## config.mk

```make
export PLATFORM = sky130hd
export DESIGN_NAME = vga_timing_gen_flat
export DESIGN_NICKNAME = d
export VERILOG_FILES = /design/src/rtl/vga_timing_gen_pkg.sv /design/src/rtl/vga_timing_gen_if.sv /design/src/rtl/vga_timing_gen_sync_delay.sv /design/src/rtl/vga_timing_gen.sv /design/src/flat_wrapper.sv
export SDC_FILE = /design/constraint.sdc
export NUM_CORES = 1
export LEC_CHECK = 0
export CORE_MARGIN = 3
export CORE_UTILIZATION = 30
export CTS_CLUSTER_SIZE = 30
export DETAILED_ROUTE_END_ITERATION = 7
export PLACE_DENSITY_LB_ADDON = 0.25
export SLEW_MARGIN = 20
export SYNTH_ARGS = -nofsm -noshare
export SYNTH_HDL_FRONTEND = slang
export SYNTH_HIERARCHICAL = 1
export SYNTH_SLANG_ARGS = --single-unit
```

## constraint.sdc

```tcl
create_clock -name vga_clk -period 3.9 [get_ports vga_clk]
set_input_delay 0.78 -clock vga_clk [delete_from_list [all_inputs] [get_ports vga_clk]]
set_output_delay 0.78 -clock vga_clk [all_outputs]
set_load 0.02 [all_outputs]
```

## src/rtl/vga_timing_gen_pkg.sv

```systemverilog
// Shared constants and types for the raster timing generator (640x480@60 defaults).
package vga_timing_pkg;

  localparam int unsigned H_VISIBLE = 640;
  localparam int unsigned H_FRONT   = 16;
  localparam int unsigned H_SYNC    = 96;
  localparam int unsigned H_BACK    = 48;
  localparam int unsigned V_VISIBLE = 480;
  localparam int unsigned V_FRONT   = 10;
  localparam int unsigned V_SYNC    = 2;
  localparam int unsigned V_BACK    = 33;
  localparam int unsigned H_TOTAL   = H_VISIBLE + H_FRONT + H_SYNC + H_BACK;
  localparam int unsigned V_TOTAL   = V_VISIBLE + V_FRONT + V_SYNC + V_BACK;

  localparam int unsigned COORD_W = 10;
  localparam int unsigned FRAME_W = 16;

  typedef struct packed {
    logic hs;
    logic vs;
    logic blank;
  } vga_sync_t;

  // Sync pins are active low, so idle is both high with nothing visible.
  localparam vga_sync_t SYNC_IDLE = '{hs: 1'b1, vs: 1'b1, blank: 1'b0};

  typedef enum logic {
    ST_IDLE,
    ST_RUN
  } vga_state_e;

endpackage

```

## src/rtl/vga_timing_gen_if.sv

```systemverilog
// Raster outputs consumed by sprite/palette display blocks.
interface vga_timing_gen_if;
  import vga_timing_pkg::*;

  logic [COORD_W-1:0] DrawX;
  logic [COORD_W-1:0] DrawY;
  logic               blank;
  logic               blank_d;
  logic               hs;
  logic               vs;
  logic               line_start;
  logic               frame_start;
  logic [FRAME_W-1:0] frame_count;

  modport master (
    output DrawX, DrawY, blank, blank_d, hs, vs, line_start, frame_start, frame_count
  );

  modport slave (
    input DrawX, DrawY, blank, blank_d, hs, vs, line_start, frame_start, frame_count
  );

endinterface

```

## src/rtl/vga_timing_gen_sync_delay.sv

```systemverilog
// Shift register aligning hs/vs/blank with RGB registered downstream; depth 0 is a wire.
module vga_sync_delay
  import vga_timing_pkg::*;
#(
  parameter int unsigned DEPTH = 1
) (
  input  logic      clk_i,
  input  logic      rst_ni,
  input  vga_sync_t d_i,
  output vga_sync_t q_o
);

  if (DEPTH == 0) begin : g_pass
    assign q_o = d_i;
  end else begin : g_pipe
    vga_sync_t pipe_q [DEPTH];

    always_ff @(posedge clk_i or negedge rst_ni) begin
      if (!rst_ni) begin
        for (int unsigned i = 0; i < DEPTH; i++) pipe_q[i] <= SYNC_IDLE;
      end else begin
        pipe_q[0] <= d_i;
        for (int unsigned i = 1; i < DEPTH; i++) pipe_q[i] <= pipe_q[i-1];
      end
    end

    assign q_o = pipe_q[DEPTH-1];
  end

endmodule

```

## src/rtl/vga_timing_gen.sv

```systemverilog
// Raster counter producing DrawX/DrawY/blank plus delayed hs/vs/blank_d sync outputs.
module vga_timing_gen
  import vga_timing_pkg::*;
#(
  parameter int unsigned H_VISIBLE = vga_timing_pkg::H_VISIBLE,
  parameter int unsigned H_FRONT   = vga_timing_pkg::H_FRONT,
  parameter int unsigned H_SYNC    = vga_timing_pkg::H_SYNC,
  parameter int unsigned H_BACK    = vga_timing_pkg::H_BACK,
  parameter int unsigned V_VISIBLE = vga_timing_pkg::V_VISIBLE,
  parameter int unsigned V_FRONT   = vga_timing_pkg::V_FRONT,
  parameter int unsigned V_SYNC    = vga_timing_pkg::V_SYNC,
  parameter int unsigned V_BACK    = vga_timing_pkg::V_BACK,
  parameter int unsigned OUT_DELAY = 1
) (
  input  logic               vga_clk,
  input  logic               reset_n,
  vga_timing_gen_if.master   vga
);

  localparam int unsigned H_TOTAL = H_VISIBLE + H_FRONT + H_SYNC + H_BACK;
  localparam int unsigned V_TOTAL = V_VISIBLE + V_FRONT + V_SYNC + V_BACK;

  if (H_TOTAL > 1024 || V_TOTAL > 1024 || OUT_DELAY > 4) begin : g_param_err
    $error("vga_timing_gen: H_TOTAL/V_TOTAL must be <= 1024 and OUT_DELAY <= 4");
  end

  // One extra bit so a sync window ending exactly at 1024 still compares correctly.
  localparam int unsigned CW = COORD_W + 1;
  localparam logic [CW-1:0] H_LAST = CW'(H_TOTAL - 1);
  localparam logic [CW-1:0] V_LAST = CW'(V_TOTAL - 1);
  localparam logic [CW-1:0] H_VIS  = CW'(H_VISIBLE);
  localparam logic [CW-1:0] V_VIS  = CW'(V_VISIBLE);
  localparam logic [CW-1:0] HS_BEG = CW'(H_VISIBLE + H_FRONT);
  localparam logic [CW-1:0] HS_END = CW'(H_VISIBLE + H_FRONT + H_SYNC);
  localparam logic [CW-1:0] VS_BEG = CW'(V_VISIBLE + V_FRONT);
  localparam logic [CW-1:0] VS_END = CW'(V_VISIBLE + V_FRONT + V_SYNC);

  vga_state_e         state_q, state_d;
  logic [COORD_W-1:0] h_cnt_q, h_cnt_d;
  logic [COORD_W-1:0] v_cnt_q, v_cnt_d;
  logic [FRAME_W-1:0] frame_cnt_q, frame_cnt_d;

  logic [CW-1:0] h_ext, v_ext;
  logic          running;
  logic          blank, hs_raw, vs_raw;
  vga_sync_t     sync_raw, sync_dly;

  always_ff @(posedge vga_clk or negedge reset_n) begin
    if (!reset_n) begin
      state_q     <= ST_IDLE;
      h_cnt_q     <= '0;
      v_cnt_q     <= '0;
      frame_cnt_q <= '0;
    end else begin
      state_q     <= state_d;
      h_cnt_q     <= h_cnt_d;
      v_cnt_q     <= v_cnt_d;
      frame_cnt_q <= frame_cnt_d;
    end
  end

  always_comb begin
    state_d     = state_q;
    h_cnt_d     = h_cnt_q;
    v_cnt_d     = v_cnt_q;
    frame_cnt_d = frame_cnt_q;
    case (state_q)
      ST_IDLE: state_d = ST_RUN;
      ST_RUN: begin
        if (h_ext == H_LAST) begin
          h_cnt_d = '0;
          if (v_ext == V_LAST) begin
            v_cnt_d     = '0;
            frame_cnt_d = frame_cnt_q + 1'b1;
          end else begin
            v_cnt_d = v_cnt_q + 1'b1;
          end
        end else begin
          h_cnt_d = h_cnt_q + 1'b1;
        end
      end
      default: state_d = ST_IDLE;
    endcase
  end

  assign h_ext   = {1'b0, h_cnt_q};
  assign v_ext   = {1'b0, v_cnt_q};
  assign running = (state_q == ST_RUN);

  assign blank  = running && (h_ext < H_VIS) && (v_ext < V_VIS);
  assign hs_raw = !(running && (h_ext >= HS_BEG) && (h_ext < HS_END));
  assign vs_raw = !(running && (v_ext >= VS_BEG) && (v_ext < VS_END));

  assign sync_raw.hs    = hs_raw;
  assign sync_raw.vs    = vs_raw;
  assign sync_raw.blank = blank;

  vga_sync_delay #(
    .DEPTH (OUT_DELAY)
  ) u_sync_delay (
    .clk_i  (vga_clk),
    .rst_ni (reset_n),
    .d_i    (sync_raw),
    .q_o    (sync_dly)
  );

  assign vga.DrawX       = running ? h_cnt_q : '0;
  assign vga.DrawY       = running ? v_cnt_q : '0;
  assign vga.blank       = blank;
  assign vga.line_start  = running && (h_cnt_q == '0);
  assign vga.frame_start = running && (h_cnt_q == '0) && (v_cnt_q == '0);
  assign vga.hs          = sync_dly.hs;
  assign vga.vs          = sync_dly.vs;
  assign vga.blank_d     = sync_dly.blank;
  assign vga.frame_count = frame_cnt_q;

endmodule

```

## src/flat_wrapper.sv

```systemverilog
// flat-port wrapper written by rule: the top's interface ports become plain ports
module vga_timing_gen_flat import vga_timing_pkg::*;
#(
  parameter int unsigned H_VISIBLE = vga_timing_pkg::H_VISIBLE,
  parameter int unsigned H_FRONT   = vga_timing_pkg::H_FRONT,
  parameter int unsigned H_SYNC    = vga_timing_pkg::H_SYNC,
  parameter int unsigned H_BACK    = vga_timing_pkg::H_BACK,
  parameter int unsigned V_VISIBLE = vga_timing_pkg::V_VISIBLE,
  parameter int unsigned V_FRONT   = vga_timing_pkg::V_FRONT,
  parameter int unsigned V_SYNC    = vga_timing_pkg::V_SYNC,
  parameter int unsigned V_BACK    = vga_timing_pkg::V_BACK,
  parameter int unsigned OUT_DELAY = 1
)
  (vga_clk, reset_n, vga_DrawX, vga_DrawY, vga_blank, vga_blank_d, vga_hs, vga_vs, vga_line_start, vga_frame_start, vga_frame_count);
  vga_timing_gen_if vga_i ();
  input  logic vga_clk;
  input  logic reset_n;
  output wire logic [$bits(vga_i.DrawX)-1:0] vga_DrawX;
  output wire logic [$bits(vga_i.DrawY)-1:0] vga_DrawY;
  output wire logic [$bits(vga_i.blank)-1:0] vga_blank;
  output wire logic [$bits(vga_i.blank_d)-1:0] vga_blank_d;
  output wire logic [$bits(vga_i.hs)-1:0] vga_hs;
  output wire logic [$bits(vga_i.vs)-1:0] vga_vs;
  output wire logic [$bits(vga_i.line_start)-1:0] vga_line_start;
  output wire logic [$bits(vga_i.frame_start)-1:0] vga_frame_start;
  output wire logic [$bits(vga_i.frame_count)-1:0] vga_frame_count;
  assign vga_DrawX = vga_i.DrawX;
  assign vga_DrawY = vga_i.DrawY;
  assign vga_blank = vga_i.blank;
  assign vga_blank_d = vga_i.blank_d;
  assign vga_hs = vga_i.hs;
  assign vga_vs = vga_i.vs;
  assign vga_line_start = vga_i.line_start;
  assign vga_frame_start = vga_i.frame_start;
  assign vga_frame_count = vga_i.frame_count;
  vga_timing_gen #(.H_VISIBLE(H_VISIBLE), .H_FRONT(H_FRONT), .H_SYNC(H_SYNC), .H_BACK(H_BACK), .V_VISIBLE(V_VISIBLE), .V_FRONT(V_FRONT), .V_SYNC(V_SYNC), .V_BACK(V_BACK), .OUT_DELAY(OUT_DELAY)) u_core (.vga_clk(vga_clk), .reset_n(reset_n), .vga(vga_i));
endmodule
```

[Yosys cells after proc, flatten, opt, wreduce, memory -nomap -nowiden]
Index checks and enable logic that the tools add are counted.
Operators by class
  add/sub/neg operators: 3
  $mul: 0
  div/mod/pow operators: 0
  magnitude comparators: 6
  eq/ne operators: 2
  shift-type cells: 0
  muxes and demuxes: 4
  bitwise logic cells: 0
  reductions and logical operators: 14
Operator list (count)
  10-bit two-way mux: 4
  10-bit by 1-bit adder with 10-bit output (second input constant): 2
  10-bit == test (second input constant): 2
  10-bit zero test: 2
  10-bit < comparator (second input constant): 2
  10-bit by 9-bit < comparator with 1-bit output (second input constant): 2
  16-bit by 1-bit adder with 16-bit output (second input constant): 1
  10-bit greater-or-equal comparator (second input constant): 1
  10-bit by 9-bit greater-or-equal comparator with 1-bit output (second input constant): 1
  1-bit logical AND: 8
  3-bit AND reduction: 1
  1-bit zero test: 2
  2-bit AND reduction: 1
Storage, ports and cells
  register bits after elaboration: 40
  latch bits: 0
  RAM bits: 0
  memory bits (read-only): 0
  memories kept: 0

[Longest topological paths before layout]
  depth in word-level cells: 4
  mapped depth: 7

[Hierarchy]
Netlist, hierarchy kept.
Modules (own cells, without submodules)
  vga_timing_gen: instances 1, cells each 217, area each 2184.6 um2, seq. area each 925.9 um2
  vga_sync_delay: instances 1, cells each 3, area each 77.6 um2, seq. area each 77.6 um2

[Worst setup path after synthesis]
No wires, ideal clock.
  path kind: reg2out
  from: register u_core.h_cnt_q[6]
  to: output vga_frame_start
  arrival time: 2.013 ns
  data required time: 3.120 ns
  path slack: 1.107 ns
  stages on the path, launching flop included: 6
  buffers on the path: 1
  path through: dfrtp_1 > buf_4 > nor4_1 > nand3_1 > nor4_1 > and4_1
Between the ends
  cells in the longest elaborated chain, start to end: 3
Ends and longest elaborated chain
  start: declaration: RTL line vga_timing_gen.sv:39  | logic [COORD_W-1:0] h_cnt_q, h_cnt_d;
  start signal: assignment: RTL line vga_timing_gen.sv:56  | h_cnt_q <= h_cnt_d;
  10-bit zero test
  1-bit logical AND
  named net vga_line_start: RTL line flat_wrapper.sv:24  | output wire logic [$bits(vga_i.line_start)-1:0] vga_line_start;
  1-bit logical AND: RTL line vga_timing_gen.sv:111  | assign vga.frame_start = running && (h_cnt_q == '0) && (v_cnt_q == '0);
  end: declaration: RTL line flat_wrapper.sv:25  | output wire logic [$bits(vga_i.frame_start)-1:0] vga_frame_start;
The timed path passes the listed nets, and every way through them passes these cells.

[Worst setup path in the final report]
  from: register u_core.h_cnt_q[4]
  to: output vga_frame_start
Between the ends
  cells in the longest elaborated chain, start to end: 3
Ends and longest elaborated chain (RTL line)
  10-bit zero test: vga_timing_gen.sv:111
  1-bit logical AND (2 in series): vga_timing_gen.sv:111
No other way between the ends.

==> results.py <==
metrics = {
    "finish": {
        "layout-drive-gt1-share_pct": 10.3,
        "num_antenna_cells": 0,
        "layout.area.seq_mm2": 0.00100,
        "nFillCells": 765,
        "final_common_cell": "clkdlybuf4s50_1",
        "final_cell_mix": "clkdlybuf4s50_1 (42), dfrtp_1 (38), and2_1 (22)",
        "multiInputGateArea_mm2": 0.00114,
        "area_delta_synth_final_pct": 25.4,
        "layout.nets": 268,
    },
    "cts": {
        "htreeDepth": 2,
        "cts_tree": "done",
        "path_clk_slew_ns": 0.08,
        "postCtsSetupBuffers": 0,
        "cts_buffers": 5,
        "cts_resized": 0,
        "ctsHoldBuffers": 0,
        "cts_root_buf": "clkbuf_8",
        "cts.sinks": 40,
        "clk_latency_ns": 0.29,
        "clock_path_buffers": 2,
    },
    "worst_setup_path": {
        "worst-path-max-fanout": 10,
        "cp_common_cell": "nor4_1",
        "crit_required_ns": 3.12,
        "ff2ff_setup_slack_ns": 1.77,
        "end_kind": "output pin",
        "worstSetupPathType": "register to output pin",
        "cpMaxStageDelayCell": "clkdlybuf4s50_1",
        "critPathArrivalTime_ns": 2.48,
        "worstPathCellList": "nor4_1, nand3_1, nor4_1, and4_1, clkdlybuf4s50_1",
        "r2r_start": "u_core/h_cnt_q[1]",
        "crit_end": "vga_frame_start",
        "startpoint": "u_core/h_cnt_q[4]",
        "cp-start-kind": "register",
        "reg2reg_to": "u_core/v_cnt_q[4]",
        "cpPeakStageDelay_ns": 0.61,
        "worstRegToRegCells": 5,
    },
    "synth": {
        "yosysWarnings": 6,
        "ys_seq_elements": 40,
        "yosysTopAreaCell": "dfrtp_1",
        "synth_nets": 227,
        "ys_types": 41,
        "seq_area_frac_synth_pct": 44.4,
        "yosysTopAreaCellShare_pct": 42.0,
        "synth_area_leaders": "dfrtp_1 (42%), and2_1 (6.1%), xor2_1 (5.4%), xnor2_1 (4.6%), nand3_1 (4.2%)",
        "synth_area_per_cell_um2": 10.3,
        "netlist_area_mm2": 0.00226,
        "synth_cells": 220,
    },
    "power": {
        "total_leakage_power_nw": 1.20,
        "p_per_area_mw_per_mm2": 332,
        "vdd.ir_drop.worst_uv": 107,
    },
    "die": {
        "dieArea_mm2": 0.00862,
        "start_util_pct": 31.0,
        "die_h_um": 92.8,
        "ios": 44,
        "die_w_um": 92.8,
        "core_mm2": 0.00729,
        "rows": 31,
    },
    "place": {
        "hpwlAfterDp_um": 3420,
        "gp_congestion": 0.779,
        "place_ws_ns": 0.925,
        "io_buffers": 43,
    },
    "timing": {
        "fin_skew_ns": 0.00374,
        "drv_slew": 0,
        "post-route-period-util_pct": 83.6,
        "layout_min_cycle_time_ns": 3.26,
        "worst_pin_slew_ns": 0.891,
        "rsz0062_at_grt": "false",
        "setup_viol": 0,
        "fin_setup_tns_ns": 0,
        "hold_violations": 0,
        "max_slew_margin_pct": 40.6,
        "max_freq_mhz": 307,
        "layout_setup_ws_ns": 0.640,
    },
    "global_route": {
        "track_usage_pct": 12.2,
        "grt_pass1_vias": 1747,
        "grt_antenna_before_repair": 0,
        "grt_start_max_net_pins": 41,
        "globalRoute.totalOverflow": 0,
        "grt_first_pass_wirelength_um": 8520,
    },
    "flow_run": {
        "maxCapViolCount": 0,
    },
    "route": {
        "avgRoutedWirePerCell_um": 13.4,
        "vias": 1731,
        "drc": 0,
        "wl_um": 4840,
        "vias_per_cell": 4.80,
        "dr.pass1.iters": 4,
        "ant_nets": 0,
        "drt-initial-drc-count": 75,
    },
    "min_path": {
        "hp-class": "register to register",
    },
    "status": {
        "status": "completed",
    },
}
## metal layers
metal / track usage [%] / share of wire [%] / routed length, um
met1: 17.0 / 49 / 2390
met2: 18.4 / 45 / 2180
met3: 3.41 / 4.8 / 232
met4: 3.79 / 0.60 / 29
met5: 0 / 0 / 0
## synthesized netlist by cell type
library cell and n:
nor3_2 5, nor2_1 9, mux2_2 1, xor2_1 14, nand3_4 1, nand4_4 1
and4bb_2 1, buf_6 3, mux2i_1 2, nand3_1 19, dfrtp_1 38, a31oi_1 1
nor4_4 2, nor4_1 8, and4_1 5, a32o_1 1, a21boi_0 1, conb_1 1
clkbuf_1 3, or4_4 1, nor4_2 1, nand2_1 10, o2bb2ai_1 1, and4b_1 1
and3_1 7, ha_1 5, nand4b_1 1, or2_2 2, xnor2_1 12, or3_1 1
nor3_1 3, inv_1 11, o21ai_0 9, and2b_1 1, a22o_1 1, nand4_1 7
nand4bb_1 1, and2_1 22, o22ai_1 1, dfstp_2 2, buf_4 4
## worst min path at each step
stage / start / endpoint / cells after the start
2_1_floorplan: reset_n / u_core/h_cnt_q[0] / 0
3_3_place_gp: u_core/vga.frame_count[15] / u_core/vga.frame_count[15] / 1
3_5_place_dp: u_core/vga.frame_count[15] / u_core/vga.frame_count[15] / 1
4_1_cts: u_core/vga.frame_count[15] / u_core/vga.frame_count[15] / 1
5_1_grt: u_core/vga.frame_count[15] / u_core/vga.frame_count[15] / 1
6_report: u_core/vga.frame_count[15] / u_core/vga.frame_count[15] / 1
## layout make-up
cell class | count | area share (%)
Clock inverter | 2 | 0.353
Sequential cell | 40 | 35.4
Tap cell | 99 | 4.37
Inverter | 11 | 1.46
Multi-Input combinational cell | 159 | 40.3
Timing Repair Buffer | 44 | 15.3
Clock buffer | 6 | 2.91
## through the flow
stage	power [mW]	hold WS [ns]	utilization [%]	std cells	instance area (um^2)
final	0.943	0.472	38.9	361	2840
after global routing	0.998	0.492	38.9	361	2840
after CTS	0.959	0.477	38.9	361	2840
after detailed placement	0.666	0.459	37.6	353	2740
after global placement	0.663	0.459	37.6	353	2740
after floorplan	0.614	0.484	-	220	2260
## critical path: cells and delay by family, from the launching register on
kind | cells | cell delay, ns
buffers and inverters | 1 | 0.61
DFF | 1 | 0.49
and+or+nand+nor | 4 | 1.09
## kinds of logic after synthesis
logic type	after synthesis	synth area share [%]
compound gates	15	4.09
xor+xnor	26	10.1
fa+ha+maj	5	2.77
buf+inv	21	5.14
flops	40	44.4
mux	3	1.38
other cells	1	0.166
simple gates	109	32.0
## power breakdown
part	switching, mW	leakage [nW]	internal [mW]
sequential	0.0520	0.537	0.442
combinational	0.0836	0.617	0.0783
clock	0.146	0.0510	0.141
total	0.281	1.20	0.661
## state kept, by name (all words and copies together) (netlist names)
signal	count
u_core/v_cnt_q	10
u_core/vga.frame_count	16
u_core/u_sync_delay/q_o	3
u_core/h_cnt_q	10
u_core/running	1
Note: power is estimated with default switching activity, not from simulation.
==> RTL edit 1: new RTL, config.mk and constraints unchanged <==
`FRAME_W`: 16 -> 14.
--- a/src/rtl/vga_timing_gen_pkg.sv
+++ b/src/rtl/vga_timing_gen_pkg.sv
@@ -15,3 +15,3 @@
   localparam int unsigned COORD_W = 10;
-  localparam int unsigned FRAME_W = 16;
+  localparam int unsigned FRAME_W = 14;
 
Interface: changed (resized vga_frame_count); port bits go from 44 to 42. No check against the original RTL was run, so the function may have changed too.
==> RTL edit 1 against the original RTL <==
Utilization up 1.2 points; setup slack better by 41 ps; sequential power down 6.1%; final area down 8.2%; critical path depth unchanged; fmax up 1.3%; largest cell class unchanged; sequential cell count down 2; critical path type unchanged; routed wire length down 3.6%; total power down 5.3%; area after synthesis down 9.1%; count of clock-buffer cells in the layout up 1.
==> RTL edit 1: results (changes against the original RTL) <==
- The share of layout cells above drive strength 1 is 5.95% (was 10.3%).
- The minimum hold slack is 477 ps (was 472 ps).
- The number of placed cells counting well taps is 321 (was 353).
- The number of flip-flops in the largest register is 14 (was 16).
- The worst hold path startpoint was u_core/vga.frame_count[13] (was u_core/vga.frame_count[15]).
- The routing usage on met2 came to 18.1% (was 18.4%).
- The vias per cell is 4.84 (was 4.80).
- The count of buffers inserted at the top-level ports was 41 (was 43).
- Result of the run: completed (unchanged).
- The static power due to leakage is 1.16 nW (was 1.20 nW).
- The net count of the mapped netlist is 219 (was 227).
- The maximum VDD drop is 0.154 mV (was 0.107 mV).
- The total placed instance area is 2510 um2 (was 2740 um2).
- The relative slew slack is 43.4% (was 40.6%).
- The slack of the worst reg-to-reg path is 1660 ps (was 1770 ps).
- The met3 track demand over resource is 2.61% (was 3.41%).
- The number of DRC markers after the initial detailed-route iteration is 91 (was 75).
- The peak fanout along the critical path is 8 (was 10).
- The terminating pin of the worst hold path is u_core/vga.frame_count[13] (was u_core/vga.frame_count[15]).
- Synth top cells by count: 36 x sky130_fd_sc_hd__dfrtp_1, 23 x sky130_fd_sc_hd__and2_1, 20 x sky130_fd_sc_hd__nand3_1 (was 38 x sky130_fd_sc_hd__dfrtp_1, 22 x sky130_fd_sc_hd__and2_1, 19 x sky130_fd_sc_hd__nand3_1).
- The met2 wirelength from detailed routing is 2020 um (was 2180 um).
- The number of global-route vias before repair is 1,476 (was 1,747).
- The sequential element share of the synthesized area is 46.4% (was 44.4%).
- Top area cells in the synthesized netlist: sky130_fd_sc_hd__dfrtp_1 44%, sky130_fd_sc_hd__and2_1 7.0%, sky130_fd_sc_hd__xnor2_1 5.5%, sky130_fd_sc_hd__xor2_1 5.1%, sky130_fd_sc_hd__nand3_1 4.9% (was sky130_fd_sc_hd__dfrtp_1 42%, sky130_fd_sc_hd__and2_1 6.1%, sky130_fd_sc_hd__xor2_1 5.4%, sky130_fd_sc_hd__xnor2_1 4.6%, sky130_fd_sc_hd__nand3_1 4.2%).
- The number of standard cells in the layout, taps in and fillers out is 329 (was 361).
- The routed length on met1 came to 2440 um (was 2390 um).
- The post-placement worst setup slack was 961 ps (was 925 ps).
- The first-pass GRT wire length is 7500 um (was 8520 um).
- The final HPWL from detailed placement is 3390 um (was 3420 um).
- The total routing usage reported by global routing is 12.3% (was 12.2%).
- The routing usage on met1 came to 18.1% (was 17.0%).
-- RTL edit 1: cells by family after synthesis --
family                   count (synthesis)  share of synthesized area, %
AND/OR/NAND/NOR                        109                          30.6
flip-flops                              38                          46.4
XOR/XNOR                                25                          10.7
buffers and inverters                   18                          3.96
AO/OA/AOI/OAI                           14                          3.96
adder cells (fa/ha/maj)                  5                          3.04
multiplexers                             2                          1.28
other                                    1                         0.182
-- RTL edit 1: cell type report --
type | count | area (um2)
repair buffers | 42 | 413
fillers | 641 | 3890
clock inverters | 1 | 5.00
clock buffers | 7 | 86.3
well taps | 77 | 96.3
multi-input cells | 156 | 1020
inverters | 8 | 30.0
flip-flops and latches | 38 | 953
-- RTL edit 1: where the power goes --
group	leakage [nW]	internal (mW)	switching [mW]
logic	0.604	0.0689	0.0819
registers	0.510	0.420	0.0437
clock network	0.0482	0.143	0.136
-- RTL edit 1: critical path, delay by kind of cell (launching register included) --
family / cells / cell delay (ps)
buf+inv: 1 / 600
flops: 1 / 450
simple gates: 4 / 1100
==> RTL edit 2: new RTL, same settings <==
Made on the original files. Reset style: synchronous (`reset_n` and `rst_ni`), changed in 2 clocked blocks.
--- a/src/rtl/vga_timing_gen_sync_delay.sv
+++ b/src/rtl/vga_timing_gen_sync_delay.sv
@@ -17,3 +17,3 @@
 
-    always_ff @(posedge clk_i or negedge rst_ni) begin
+    always_ff @(posedge clk_i) begin
       if (!rst_ni) begin
--- a/src/rtl/vga_timing_gen.sv
+++ b/src/rtl/vga_timing_gen.sv
@@ -47,3 +47,3 @@
 
-  always_ff @(posedge vga_clk or negedge reset_n) begin
+  always_ff @(posedge vga_clk) begin
     if (!reset_n) begin
Behaviour: differs if reset_n is asserted again (counterexample within 4 cycles, from zero or initial values and one cycle with reset_n low); with reset_n held inactive, the same outputs for 10 cycles.
==> RTL edit 2 against the original RTL <==
Area after synthesis fell by 4.4%; final area fell by 3.2%; routed wire length rose by 0.37%; setup slack improved by 460 ps; sequential cell count did not move; critical endpoint unchanged.
Power is not compared: it rests on default switching activity, and its combinational part moved more than twofold at a synthesized area within 25%.
==> RTL edit 2: results (changes against the original RTL) <==
- The final HPWL from detailed placement was 3470 um (was 3420 um).
- Result of the run: completed (unchanged).
- The mux cell area share after synthesis is 0.463% (was 1.38%).
- The fraction of the mapped netlist area in compound gates is 3.59% (was 4.09%).
- The worst clock skew was 9.89 ps (was 3.74 ps).
- Top area cells in the synthesized netlist: sky130_fd_sc_hd__dfxtp_1 37%, sky130_fd_sc_hd__and2_1 6.9%, sky130_fd_sc_hd__xor2_1 5.7%, sky130_fd_sc_hd__nor2_1 5.4%, sky130_fd_sc_hd__xnor2_1 5.3% (was sky130_fd_sc_hd__dfrtp_1 42%, sky130_fd_sc_hd__and2_1 6.1%, sky130_fd_sc_hd__xor2_1 5.4%, sky130_fd_sc_hd__xnor2_1 4.6%, sky130_fd_sc_hd__nand3_1 4.2%).
- The relative slew slack came to 44.0% (was 40.6%).
- The peak fanout along the critical path is 7 (was 10).
- The area share of fa/ha/maj cells after synthesis is 2.89% (was 2.77%).
- The launch point of the worst path is u_core/h_cnt_q[4] (unchanged).
- The count of fill cells added during filler insertion is 736 (was 765).
- The post-synthesis xor/xnor area fraction is 10.9% (was 10.1%).
- The main flop type after synthesis is sky130_fd_sc_hd__dfxtp_1 (was sky130_fd_sc_hd__dfrtp_1).
- The root buffer cell is sky130_fd_sc_hd__clkbuf_8 (unchanged).
- The first-pass GRT wire length is 8350 um (was 8520 um).
- The net count of the mapped netlist is 250 (was 227).
- Synth top cells by count: 40 x sky130_fd_sc_hd__dfxtp_1, 31 x sky130_fd_sc_hd__nor2_1, 24 x sky130_fd_sc_hd__and2_1 (was 38 x sky130_fd_sc_hd__dfrtp_1, 22 x sky130_fd_sc_hd__and2_1, 19 x sky130_fd_sc_hd__nand3_1).
- The endpoint of the worst register-to-register path is u_core/vga.frame_count[13] (was u_core/v_cnt_q[4]).
- The fraction of registers with async set/reset is 0% (was 100%).
- The share of layout cells above drive strength 1 is 9.15% (was 10.3%).
- The total routing usage reported by global routing is 12.1% (was 12.2%).
- The number of gates given a new drive strength after cts is 0 (unchanged).
- The number of global-route vias before repair is 1,701 (was 1,747).
- The critical path data arrival time was 2020 ps (was 2480 ps).
- The maximum number of pins on one net before global-route repair is 29 (was 41).
- The startpoint of the most critical register-to-register path was u_core/h_cnt_q[0] (was u_core/h_cnt_q[1]).
- The net count reported at finish was 290 (was 268).
- The number of DRC markers after the initial detailed-route iteration is 76 (was 75).
- The mean instance size in the synthesized netlist is 8.90 um2 (was 10.3 um2).
- The global placer's final weighted congestion came to 0.762 (was 0.779).
- The path depth of the worst reg2reg path is 6 (was 5).
- The vias per cell came to 4.72 (was 4.80).
- The total placed instance area is 2660 um2 (was 2740 um2).
- The sum of routed wire length over all layers is 4850 um (was 4840 um).
- The worst-skew pair later-pin latency is 290 ps (about the same).
- The aggregate global routing overflow is 0 (unchanged).
- The slack of the worst reg-to-reg path came to 1650 ps (was 1770 ps).
- The count of cell types in the netlist is 37 (was 41).
- The transition time of the tightest slew-check pin was 833 ps (was 891 ps).
- The sequential element share of the synthesized area is 37.0% (was 44.4%).
==> RTL edit 2: cell count changes in the layout (fill, tap and decap cells not counted), sizes merged, moves of 3 or more <==
| cell | unedited run | this run |
|---|---|---|
| o21ai | 9 | 5 |
| nand2b | 0 | 5 |
| nor3 | 8 | 5 |
| a21oi | 0 | 8 |
| nor2 | 9 | 31 |
| dfxtp | 0 | 40 |
| nand2 | 10 | 14 |
| nand4 | 8 | 12 |
| dfrtp | 38 | 0 |
| nand3 | 20 | 10 |
==> RTL edit 2: cells by family (layout without fill, tap and decap cells) <==
logic type / after synthesis / count (layout)
AO/OA/AOI/OAI: 14 / 14
XOR/XNOR: 27 / 27
adder cells (fa/ha/maj): 5 / 5
buffers and inverters: 20 / 61
flip-flops: 40 / 40
multiplexers: 1 / 1
AND/OR/NAND/NOR: 136 / 136
==> RTL edit 2: power groups by stage <==
stage / Clock, mW / Combinational [mW] / Sequential (mW)
4_1_cts: 0.291 / 0.0370 / 0.413
3_5_place_dp: 0 / 0.0369 / 0.423
3_3_place_gp: 0 / 0.0372 / 0.423
2_1_floorplan: 0 / 0.0205 / 0.423
6_report: 0.282 / 0.0360 / 0.413
5_1_grt: 0.316 / 0.0397 / 0.414
==> RTL edit 2: metal layers <==
metal	track usage, %	vias up	share of wire, %
met4	3.77	0	1.4
met1	16.3	845	48
li1	-	911	-
met2	19.1	30	47
met5	0	-	0
met3	2.67	6	3.2
==> RTL edit 2: worst min path at each step <==
stage                                          start                    endpoint  slack, ps  cells past startpoint
final                     u_core/vga.frame_count[13]  u_core/vga.frame_count[13]        500                      2
after global routing               u_core/h_cnt_q[1]           u_core/h_cnt_q[1]        540                      2
after CTS                 u_core/vga.frame_count[13]  u_core/vga.frame_count[13]        500                      2
after detailed placement  u_core/vga.frame_count[13]  u_core/vga.frame_count[13]        490                      2
after global placement    u_core/vga.frame_count[13]  u_core/vga.frame_count[13]        480                      2
after floorplan                    u_core/h_cnt_q[1]           u_core/h_cnt_q[1]        470                      2
==> RTL edit 2: layout make-up <==
| cell class | count | area [um2] | share of cell area (%) |
|---|---|---|---|
| clock buffer | 8 | 90.1 | 3.28 |
| sequential | 40 | 801 | 29.2 |
| tap | 96 | 120 | 4.37 |
| timing repair buffer | 44 | 438 | 15.9 |
| inverter | 9 | 33.8 | 1.23 |
| multi-input combinational | 183 | 1260 | 46.0 |
==> RTL edit 2: per-stage QoR <==
stage / worst slack, ps / util [%] / instances / total power [mW]
3_3_place_gp: 1400 / 38.5 / 372 / 0.460
3_5_place_dp: 1410 / 38.5 / 372 / 0.460
4_1_cts: 1080 / 39.8 / 380 / 0.741
5_1_grt: 982 / 39.8 / 380 / 0.770
6_report: 1100 / 39.8 / 380 / 0.731
2_1_floorplan: 1680 / - / 243 / 0.443
